===== config.mk =====
export PLATFORM = sky130hd
export DESIGN_NAME = sevenseg_to_braille
export DESIGN_NICKNAME = d
export VERILOG_FILES = /design/src/rtl/sevenseg_to_braille.sv
export SDC_FILE = /design/constraint.sdc
export NUM_CORES = 1
export LEC_CHECK = 0
export CAP_MARGIN = 10
export CORE_UTILIZATION = 31
export CTS_CLUSTER_SIZE = 24
export DETAILED_ROUTE_END_ITERATION = 10
export DONT_BUFFER_PORTS = 1
export HOLD_SLACK_MARGIN = 0.02
export SYNTH_ARGS = -nofsm -noshare
export SYNTH_HDL_FRONTEND = slang
export SYNTH_SLANG_ARGS = --single-unit

===== constraint.sdc =====
create_clock -name clk -period 2.85 [get_ports clk]
set_clock_uncertainty 0.15 [all_clocks]
set_input_delay 0.57 -clock clk [delete_from_list [all_inputs] [get_ports clk]]
set_output_delay 0.57 -clock clk [all_outputs]
set_load 0.01 [all_outputs]

===== src/rtl/sevenseg_to_braille.sv =====
// Decodes hex digit pairs from a 7-segment stream to bytes, maps them to Braille ASCII cells, and
// queues the cells in a show-ahead FIFO. Define SEVENSEG_LOWERCASE_FOLD_EN to map 0x60-0x7F as 0x40-0x5F.
module sevenseg_to_braille #(
  parameter int unsigned FIFO_DEPTH     = 4,
  parameter bit          SEG_ACTIVE_LOW = 1'b0
) (
  input  logic       clk,
  input  logic       rst_n,
  input  logic       seg_valid,
  output logic       seg_ready,
  input  logic [1:7] seg,
  output logic       braille_valid,
  input  logic       braille_ready,
  output logic [1:6] braille,
  output logic       err
);

  localparam int unsigned PtrW = (FIFO_DEPTH > 1) ? $clog2(FIFO_DEPTH) : 1;

  // Braille ASCII cells for 0x20..0x5F, dot 1 in the MSB.
  localparam logic [5:0] CellRom [64] = '{
    6'b000000, 6'b011101, 6'b000010, 6'b001111, 6'b110101, 6'b100101, 6'b111101, 6'b001000,
    6'b111011, 6'b011111, 6'b100001, 6'b001101, 6'b000001, 6'b001001, 6'b000101, 6'b001100,
    6'b001011, 6'b010000, 6'b011000, 6'b010010, 6'b010011, 6'b010001, 6'b011010, 6'b011011,
    6'b011001, 6'b001010, 6'b100011, 6'b000011, 6'b110001, 6'b111111, 6'b001110, 6'b100111,
    6'b000100, 6'b100000, 6'b110000, 6'b100100, 6'b100110, 6'b100010, 6'b110100, 6'b110110,
    6'b110010, 6'b010100, 6'b010110, 6'b101000, 6'b111000, 6'b101100, 6'b101110, 6'b101010,
    6'b111100, 6'b111110, 6'b111010, 6'b011100, 6'b011110, 6'b101001, 6'b111001, 6'b010111,
    6'b101101, 6'b101111, 6'b101011, 6'b010101, 6'b110011, 6'b110111, 6'b000110, 6'b000111
  };

  typedef enum logic [1:0] {StHi, StLo, StPush} state_e;

  state_e          state_q, state_d;
  logic [3:0]      hi_q, hi_d;
  logic [1:6]      cell_q, cell_d;
  logic            err_q, err_d;

  logic [1:7]      seg_in;
  logic            dig_ok;
  logic [3:0]      dig;
  logic [7:0]      chr, fold;
  logic            map_ok;
  logic [5:0]      idx;

  logic [1:6]      mem_q [FIFO_DEPTH];
  logic [PtrW-1:0] wptr_q, rptr_q;
  logic [PtrW:0]   count_q;
  logic            full, push, pop;

  assign seg_in = SEG_ACTIVE_LOW ? ~seg : seg;

  always_comb begin
    dig_ok = 1'b1;
    dig    = 4'h0;
    case (seg_in)
      7'b1111110: dig = 4'h0;
      7'b0110000: dig = 4'h1;
      7'b1101101: dig = 4'h2;
      7'b1111001: dig = 4'h3;
      7'b0110011: dig = 4'h4;
      7'b1011011: dig = 4'h5;
      7'b1011111: dig = 4'h6;
      7'b1110000: dig = 4'h7;
      7'b1111111: dig = 4'h8;
      7'b1111011: dig = 4'h9;
      7'b1110111: dig = 4'hA;
      7'b0011111: dig = 4'hB;
      7'b1001110: dig = 4'hC;
      7'b0111101: dig = 4'hD;
      7'b1001111: dig = 4'hE;
      7'b1000111: dig = 4'hF;
      default:    dig_ok = 1'b0;
    endcase
  end

  always_comb begin
    chr  = {hi_q, dig};
    fold = chr;
`ifdef SEVENSEG_LOWERCASE_FOLD_EN
    if (chr[7:5] == 3'b011) fold = chr - 8'h20;
`else
`endif
    map_ok = (fold >= 8'h20) && (fold < 8'h60);
    idx    = fold[5:0] - 6'h20;
  end

  assign full          = (count_q == (PtrW + 1)'(FIFO_DEPTH));
  assign braille_valid = (count_q != '0);
  assign pop           = braille_valid & braille_ready;
  assign braille       = braille_valid ? mem_q[rptr_q] : 6'b000000;
  assign seg_ready     = (state_q != StPush);
  assign err           = err_q;

  always_comb begin
    state_d = state_q;
    hi_d    = hi_q;
    cell_d  = cell_q;
    err_d   = 1'b0;
    push    = 1'b0;
    case (state_q)
      StHi: begin
        if (seg_valid) begin
          if (dig_ok) begin
            hi_d    = dig;
            state_d = StLo;
          end else begin
            err_d = 1'b1;
          end
        end
      end
      StLo: begin
        if (seg_valid) begin
          if (dig_ok && map_ok) begin
            cell_d  = CellRom[idx];
            state_d = StPush;
          end else begin
            err_d   = 1'b1;
            state_d = StHi;
          end
        end
      end
      StPush: begin
        if (!full || pop) begin
          push    = 1'b1;
          state_d = StHi;
        end
      end
      default: state_d = StHi;
    endcase
  end

  always_ff @(posedge clk or negedge rst_n) begin
    if (!rst_n) begin
      state_q <= StHi;
      hi_q    <= 4'h0;
      cell_q  <= 6'b000000;
      err_q   <= 1'b0;
    end else begin
      state_q <= state_d;
      hi_q    <= hi_d;
      cell_q  <= cell_d;
      err_q   <= err_d;
    end
  end

  always_ff @(posedge clk or negedge rst_n) begin
    if (!rst_n) begin
      wptr_q  <= '0;
      rptr_q  <= '0;
      count_q <= '0;
    end else begin
      if (push) wptr_q <= wptr_q + PtrW'(1);
      if (pop)  rptr_q <= rptr_q + PtrW'(1);
      if (push && !pop)      count_q <= count_q + (PtrW + 1)'(1);
      else if (pop && !push) count_q <= count_q - (PtrW + 1)'(1);
    end
  end

  // Storage needs no reset; the read mux masks it while empty.
  always_ff @(posedge clk) begin
    if (push) mem_q[wptr_q] <= cell_q;
  end

endmodule

* Word level (Yosys, flattened, before mapping)
Memory sizes are Yosys's and may differ from the RTL's. A register that Yosys moved wholly into a read port is not among the register bits. Cells that the tools add are included.
Cells by class: add/sub/neg operators 5, multiply operators 0, div/mod/pow operators 0, magnitude comparators 2, equality and inequality tests 24, shift operators 0, mux-type cells 20, bitwise logic cells 2, reductions and logical operators 16
Operators by type and width (number):
- 7-bit == test (second input constant) | 12
- 4-bit case mux with 15 select lines | 1
- 7-bit by 6-bit == test with 1-bit output (second input constant) | 3
- 16-bit OR reduction | 1
- 2-bit 2-to-1 mux | 5
- 2-bit inequality test (second input constant) | 5
- 1-bit 2-to-1 mux | 9
- 8-bit by 6-bit greater-or-equal comparator with 1-bit output (second input constant) | 1
- 8-bit by 7-bit < comparator with 1-bit output (second input constant) | 1
- 7-bit by 5-bit == test with 1-bit output (second input constant) | 1
- 6-bit inverter with 7-bit output | 1
- 3-bit 2-to-1 mux | 2
- 6-bit 2-to-1 mux | 1
- 2-bit case mux with 3 select lines | 1
- 3-bit AND reduction | 2
- 6-bit subtractor (second input constant) | 1
- 2-bit by 1-bit adder with 2-bit output (second input constant) | 2
- 1-bit logical AND | 4
- 1-bit logical NOT | 4
- 4-bit AND reduction | 1
- 3-bit by 1-bit adder with 3-bit output (second input constant) | 1
- 3-bit == test (second input constant) | 1
- 3-bit nonzero test | 1
- 3-bit by 1-bit subtractor with 3-bit output (second input constant) | 1
- other kinds (7) | 7
Storage, ports and cells: flip-flop bits (word level) 14, bits in latches 0, memory bits (writable) 24, memory bits (read-only) 384, word-level logic and storage cells 77, memories kept 2
Memory list:
- (name not given) | depth 64, width 6, rd ports 1, clocked after Yosys merged registers in 1, wr ports 0, RTL line 115 | cell_d = CellRom[idx];
- mem_q | depth 4, width 6, rd ports 1, clocked after Yosys merged registers in 0, wr ports 1, RTL line 46 | logic [1:6] mem_q [FIFO_DEPTH];

* Depth between registers and ports, before layout
Gate-level depths: netlist of run 1.
word-level depth 9, gate-level depth with buffers 11, mapped depth without buffers 10

* Least setup slack after synthesis of run 1
No wires, ideal clock.
path kind input port to flip-flop, start point in seg[2] (netlist bit), end point reg cell_q[3] (netlist bit), setup time 0.124 ns, arrival time 2.984 ns, setup slack -0.408 ns, stages 11, buffers on the path 2, cell sequence buf_2 > or2_2 > o21ai_0 > a32oi_1 > o31ai_1 > inv_1 > ha_1 > clkbuf_1 > a221o_1 > o2111a_1 > a211o_1
On the way: cells in the longest elaborated chain, start to end 6
Ends and longest elaborated chain:
- start: declaration | RTL line 11 | input logic [1:7] seg,
- 7-bit == test (tied with other cells) | RTL line 56 | case (seg_in)
- 4-bit case mux with 15 select lines * | RTL line 56
- via dig[1] | RTL line 41 | logic [3:0] dig;
- 8-bit by 6-bit greater-or-equal comparator with 1-bit output or 8-bit by 7-bit < comparator with 1-bit output (tied branches) | RTL line 84 | map_ok = (fold >= 8'h20) && (fold < 8'h60);
- 1-bit logical AND | RTL line 84
- 1-bit logical AND | RTL line 114 | if (dig_ok && map_ok) begin
- 3-bit AND reduction (no line)
- end: declaration | RTL line 36 | logic [1:6] cell_q, cell_d;
Mark *: on every way through the listed nets, which the timed path passes. The rest lies on a longest branch. A chain may end at the register's enable or synchronous reset.

* Worst setup path after layout of run 1
start point in seg[4] (netlist bit), end point reg cell_q[2] (netlist bit)
Same word-level chain as after synthesis.

==> results.sh, run 1 <==
export IMPL_wl_per_cell_um=16.7
export IMPL_netlist_area_um2=2880
export IMPL_cts_tree="done"
export IMPL_hold_path_class="primary input to flop"
export IMPL_initial_utilization_pct=32.5
export IMPL_clkTransAtPathRegs_ns=0.09
export IMPL_top_layer="met4"
export IMPL_worst_pin_slew_ns=0.958
export IMPL_power_share_switching_pct=32.8
export IMPL_syn_inst=270
export IMPL_drv_slew=0
export IMPL_grt_pass1_wl_um=10500
export IMPL_stdcell_count=380
export IMPL_final_common_cell="edfxtp_1"
export IMPL_viasPerCell=5.65
export IMPL_peakVddDrop_v=0.000209
export IMPL_num_fill_cells=898
export IMPL_wirelength_um=6350
export IMPL_die_area_um2=9670
export IMPL_p_sw_w=0.000636
export IMPL_comb_power_share_pct=26.8
export IMPL_rows=34
export IMPL_num_vias=2147
export IMPL_setup_worst_path_class="primary input to flop"
export IMPL_n_antenna_cell=0
export IMPL_drive_above_1_share_pct=18.4
export IMPL_crit_arrival_ns=2.58
export IMPL_antenna_left=0
export IMPL_finalCritPeriodShare_pct=88.2
export IMPL_cts_buffers=5
export IMPL_clock_power_share_pct=25.7
export IMPL_hpwl_um=4680
export IMPL_grt_remaining_overflow=0
export IMPL_cts_buffer_depth=2
export IMPL_cp_required_ns=2.92
export IMPL_start_kind="primary input"
export IMPL_yosys_cell_types_count=71
export IMPL_layout_common_cells="edfxtp_1 (24), nand2_1 (22), dfrtp_1 (20)"
export IMPL_die_x_um=98.4
export IMPL_cts_resized_gates=0
export IMPL_max_freq_mhz=398
export IMPL_syn_to_final_growth_pct=8.87
export IMPL_ctsRootBufferMaster="clkbuf_8"
export IMPL_final_area_um2=3130
export IMPL_slew_headroom_pct=35.9
export IMPL_wl_met1_um=2980
export IMPL_p_int_w=0.00131
export IMPL_seq_area_frac_synth_pct=42.4
export IMPL_setup_violations_final=0
export IMPL_met3_length_um=191
export IMPL_layout_nets=296
export IMPL_pwr_share_seq_pct=47.5
export IMPL_antenna_found_initial=0
export IMPL_p_leak_nw=1.20
export IMPL_chipHeight_um=98.4
export IMPL_route_detailed_drc=0
export IMPL_cp_max_fo=13
export IMPL_dr_first_iter_drc_count=224
export IMPL_rsz0062_at_grt="no"
export IMPL_boundaryPins=20
export IMPL_synth_edff_count=24
export IMPL_wl_met2_um=3040
export IMPL_ys_ff_latch=44
export IMPL_core_area_um2=8850
export IMPL_ys_flop_type="edfxtp_1"
export IMPL_clk_latency_ns=0.30
export IMPL_grt_max_degree=21
export IMPL_hold_violations=0
export IMPL_outcome="completed"
export IMPL_syn_area_per_cell_um2=10.7
export IMPL_setup_tns_ns=0
export IMPL_cap_violations=0
export IMPL_endpoint_kind="flop"
export IMPL_drt_first_pass_iters=4
export IMPL_grt_pass1_vias=2020
export IMPL_finalCriticalPeriod_ns=2.51
export IMPL_cts_sinks=44
export IMPL_dp_cells=371
export IMPL_ctsHtreeMaxLevel=2
export IMPL_synth_fp_nets=295
export IMPL_ys_async_sr_fraction_pct=45.5
export IMPL_p_per_area_nw_per_um2=620
export IMPL_postPlaceCellArea_um2=3010
export IMPL_port_buffers=0
export IMPL_ys_warn_count=0
export IMPL_gp_congestion=0.924
export IMPL_gr_usage_all_layers_pct=13.7
==> path summary, 6_finish.rpt <==
kind | start | cells past startpoint | end | slack (ns)
setup / recovery | seg[4] | 10 | cell_q[2]$_DFFE_PN0P_ | 0.34
hold / removal | seg_valid | 2 | state_q[0]$_DFFE_PN0P_ | 0.26
setup reg to reg | count_q[0]$_DFFE_PN0P_ | 8 | count_q[2]$_DFFE_PN0P_ | 0.38
hold reg to reg | state_q[1]$_DFFE_PN0P_ | 1 | state_q[0]$_DFFE_PN0P_ | 0.31
max in group asynchronous | rst_n | 1 | cell_q[1]$_DFFE_PN0P_ | 1.26
min in group asynchronous | rst_n | 1 | count_q[1]$_DFFE_PN0P_ | 0.71
==> metal layers <==
metal | up-vias | global-route usage [%]
li1 | 1025 | -
met1 | 1058 | 18.0
met2 | 52 | 22.4
met3 | 12 | 2.58
met4 | 0 | 5.28
met5 | - | 0
==> cells by family after synthesis <==
logic type | share of synthesized area (%)
AND/OR/NAND/NOR | 18.5
AO/OA/AOI/OAI | 18.9
flip-flops | 42.4
buffers and inverters | 4.48
adder cells (fa/ha/maj) | 6.70
multiplexers | 6.57
XOR/XNOR | 2.43
==> final cells by class <==
| cell class | instances | area (um^2) | share of cell area (%) |
|---|---|---|---|
| Clock buffer | 5 | 68.8 | 2.20 |
| Clock inverter | 3 | 47.5 | 1.52 |
| Inverter | 10 | 37.5 | 1.20 |
| Timing Repair Buffer | 11 | 85.1 | 2.72 |
| Sequential cell | 44 | 1220 | 39.0 |
| Multi-Input combinational cell | 199 | 1540 | 49.1 |
| Tap cell | 108 | 135 | 4.31 |
==> cells in the mapped netlist (2+ instances only) <==
library cell   n  share of area (%)
nand3b_1       2               0.52
mux2i_1        2               0.70
a21oi_1        8                1.4
a211oi_1       4                1.0
nand2_1       22                2.9
nor3_1         3               0.52
or3_1          2               0.43
o31ai_1        3               0.78
a31oi_1        6                1.3
nor2_1        15                2.0
mux2_2         3                1.2
or2_2          2               0.43
xnor2_1        6                1.8
inv_1          9                1.2
and2_1        11                2.4
o2111ai_1      2               0.61
o211ai_1       5                1.3
o22ai_1        2               0.43
a21o_1         2               0.52
clkbuf_1       5               0.65
dfrtp_1       20                 17
xor2_1         2               0.61
mux4_2         6                4.7
ha_1          13                5.7
a211oi_2       2               0.87
a221oi_1       2               0.61
nand4b_1       2               0.61
a22o_1         2               0.61
nand4_1        2               0.43
o21ai_0       10                1.7
nand2b_1       6                1.3
buf_4          3               0.78
edfxtp_1      24                 25
nand3_1        9                1.6
nor2b_1        3               0.65
a31o_2         2               0.61
a211o_1        6                1.8
nor2_2         3               0.65
buf_2          7                1.2
==> critical path, cell delays in order <==
cell and delay, ns:
or3_4 0.40, o22ai_4 0.19, nor2_1 0.08, o31ai_2 0.11, inv_1 0.12, ha_2 0.24, a211o_1 0.27, a41o_1 0.21
o311a_1 0.13, a221oi_2 0.24
==> power groups by stage <==
stage / Sequential [W] / Combinational, W / Clock (W)
finish: 0.000922 / 0.000521 / 0.000499
global route: 0.000944 / 0.000574 / 0.000536
CTS: 0.000927 / 0.000524 / 0.000513
detailed placement: 0.000940 / 0.000516 / 0
global placement: 0.000930 / 0.000505 / 0
floorplan: 0.000830 / 0.000523 / 0
==> metrics by stage <==
stage          setup WS (ns)  hold slack [ns]  util, %  total power, W
6_report               0.335            0.260     35.4         0.00194
5_1_grt                0.176            0.255     35.4         0.00206
4_1_cts                0.312            0.251     35.4         0.00196
3_5_place_dp          0.0324            0.125     34.0         0.00146
3_3_place_gp          0.0699            0.125     34.0         0.00144
2_1_floorplan         -0.145            0.124        -         0.00135
==> sequential cells by signal, indices dropped and copies added, names as in the netlist <==
signal / flops
hi_q: 4
mem_q: 24
err: 1
cell_q: 6
state_q: 2
rptr_q: 2
wptr_q: 2
count_q: 3
==> what timing repair did <==
action                                 4_1_cts  5_1_grt
endpoints found under the hold margin       20        0
setup buffers                                0        0
hold buffers                                 1        0
(Power assumes the default switching activity.)
==> run 2, diff against run 1 <==
CORE_MARGIN = 2   (was default)
==> run 2 against run 1 <==
Net effect:
- cell area is 0.36% lower
- sequential cell count unchanged
- power is 3.0% lower
- via count decreased by 2.1%
- critical path type unchanged
==> results.sh, run 2 (synthesis results as in run 1) <==
export IMPL_viasPerCell=5.49
export IMPL_setup_worst_path_class="primary input to flop"
export IMPL_drv_slew=0
export IMPL_clkTransAtPathRegs_ns=0.08
export IMPL_hold_violations=0
export IMPL_slowest_stage="a211oi_2"
export IMPL_start_kind="primary input"
export IMPL_ctsRootBufferMaster="clkbuf_8"
export IMPL_rsz0062_at_grt="no"
export IMPL_cp_required_ns=2.87
export IMPL_final_common_cell="edfxtp_1"
export IMPL_grt_pass1_wl_um=10100
export IMPL_drive_above_1_share_pct=17.3
export IMPL_dr_first_iter_drc_count=156
export IMPL_grt_max_degree=21
export IMPL_gp_congestion=0.897
export IMPL_crit_arrival_ns=2.57
export IMPL_initial_utilization_pct=31.6
export IMPL_cts_buffers=5
export IMPL_slew_headroom_pct=38.3
export IMPL_grt_pass1_vias=1981
export IMPL_wl_per_cell_um=15.8
export IMPL_port_buffers=0
export IMPL_worstSetupPathDepth=7
export IMPL_cts_tree="done"
export IMPL_ctsHtreeMaxLevel=2
export IMPL_crit_family="compound AO/OA/AOI/OAI gates"
export IMPL_crit_end="cell_q[3]$_DFFE_PN0P_"
export IMPL_boundaryPins=20
export IMPL_outcome="completed"
export IMPL_top_regs="mem_q x24, cell_q x6, hi_q x4"
export IMPL_dp_cells=373
export IMPL_largest_register_ff_count=24
export IMPL_p_leak_nw=1.19
export IMPL_reg2reg_slack_ns=0.40
export IMPL_layout_common_cells="edfxtp_1 (24), nand2_1 (22), dfrtp_1 (20)"
export IMPL_cp_max_fo=12
export IMPL_wirelength_um=6060
export IMPL_finalCriticalPeriod_ns=2.55
export IMPL_clk_latency_ns=0.29
export IMPL_antenna_found_initial=1
export IMPL_die_area_um2=10100
export IMPL_antenna_left=0
export IMPL_gr_usage_all_layers_pct=12.5
export IMPL_setup_violations_final=0
export IMPL_peakVddDrop_v=0.000306
export IMPL_endpoint_kind="flop"
export IMPL_drt_first_pass_iters=4
export IMPL_final_area_um2=3120
export IMPL_cts_buffer_depth=2
export IMPL_layout_nets=295
export IMPL_worst_pin_slew_ns=0.923
export IMPL_die_x_um=100
export IMPL_rows=35
export IMPL_max_freq_mhz=392
export IMPL_worstSetupStartpoint="seg[3]"
export IMPL_syn_to_final_growth_pct=8.48
export IMPL_r2r_end="cell_q[5]$_DFFE_PN0P_"
export IMPL_hold_path_class="primary input to flop"
export IMPL_stdcell_count=383
export IMPL_num_vias=2102
export IMPL_critical_path_buf_inv_count=0
export IMPL_largest_register="mem_q"
export IMPL_slowest_delay_ns=0.55
export IMPL_rr_worst_depth=6
export IMPL_hpwl_um=4520
export IMPL_cts_sinks=44
export IMPL_core_area_um2=9110
export IMPL_cap_violations=0
export IMPL_chipHeight_um=100
export IMPL_route_detailed_drc=0
export IMPL_worstReg2RegStart="hi_q[1]$_DFFE_PN0P_"
export IMPL_cp_cell_sequence="nand4bb_1, nor2_2, a211oi_2, ha_2, a221o_1, o2111a_1, a211o_1"
export IMPL_postPlaceCellArea_um2=3000
export IMPL_p_per_area_nw_per_um2=603
export IMPL_grt_remaining_overflow=0
export IMPL_finalCritPeriodShare_pct=89.5
==> run 2: how the worst min path moves through the flow <==
stage                    from                endpoint  slack (ns)  depth (start not counted)
floorplan               rst_n   cell_q[1]$_DFFE_PN0P_        0.12                          0
global placement        rst_n   cell_q[6]$_DFFE_PN0P_        0.13                          0
detailed placement      rst_n   rptr_q[1]$_DFFE_PN0P_        0.13                          0
CTS                 seg_valid  state_q[0]$_DFFE_PN0P_        0.27                          2
global route        seg_valid  state_q[0]$_DFFE_PN0P_        0.29                          2
finish              seg_valid  state_q[0]$_DFFE_PN0P_        0.28                          2
==> run 2: per-stage QoR <==
step	TNS [ns]	setup slack, ns	hold WS (ns)	util, %	power [W]
global placement	0	0.00890	0.125	33.0	0.00144
global route	0	0.128	0.286	34.3	0.00200
detailed placement	0	0.00789	0.125	33.0	0.00144
floorplan	-0.206	-0.145	0.124	-	0.00135
finish	0	0.299	0.279	34.3	0.00188
CTS	0	0.304	0.270	34.2	0.00190
==> run 2: where the power goes <==
part	switching [W]	leakage, nW	internal (W)
clock	0.000200	0.0532	0.000255
sequential	0.000151	0.483	0.000769
combinational	0.000239	0.655	0.000269
==> run 2: worst register-to-register path: cells and delay by family, from the launching register on <==
family | cells | cell delay [ns]
buffers and inverters | 1 | 0.21
XOR/XNOR | 1 | 0.19
AO/OA/AOI/OAI | 2 | 0.42
AND/OR/NAND/NOR | 2 | 0.87
flip-flops | 1 | 0.50
==> run 2: cell type report <==
cell class | instances | area [um^2]
clock inverter | 3 | 37.5
timing repair buffer | 10 | 77.6
tap | 111 | 139
clock buffer | 5 | 68.8
antenna | 1 | 2.50
inverter | 10 | 37.5
fill | 911 | 5990
multi-input combinational | 199 | 1540
sequential | 44 | 1220
==> run 2: layer usage <==
metal | GRT usage [%] | vias up | part of all wire [%]
li1 | - | 1021 | -
met5 | 0 | - | 0
met1 | 17.0 | 1002 | 46
met3 | 2.92 | 14 | 5.2
met4 | 4.43 | 0 | 2.1
met2 | 19.7 | 65 | 47
==> run 2: what timing repair did <==
action                                 in CTS  in global routing
endpoints found under the hold margin      20                  0
hold buffers                                1                  0
resized for setup                           0                  0
setup buffers                               0                  0
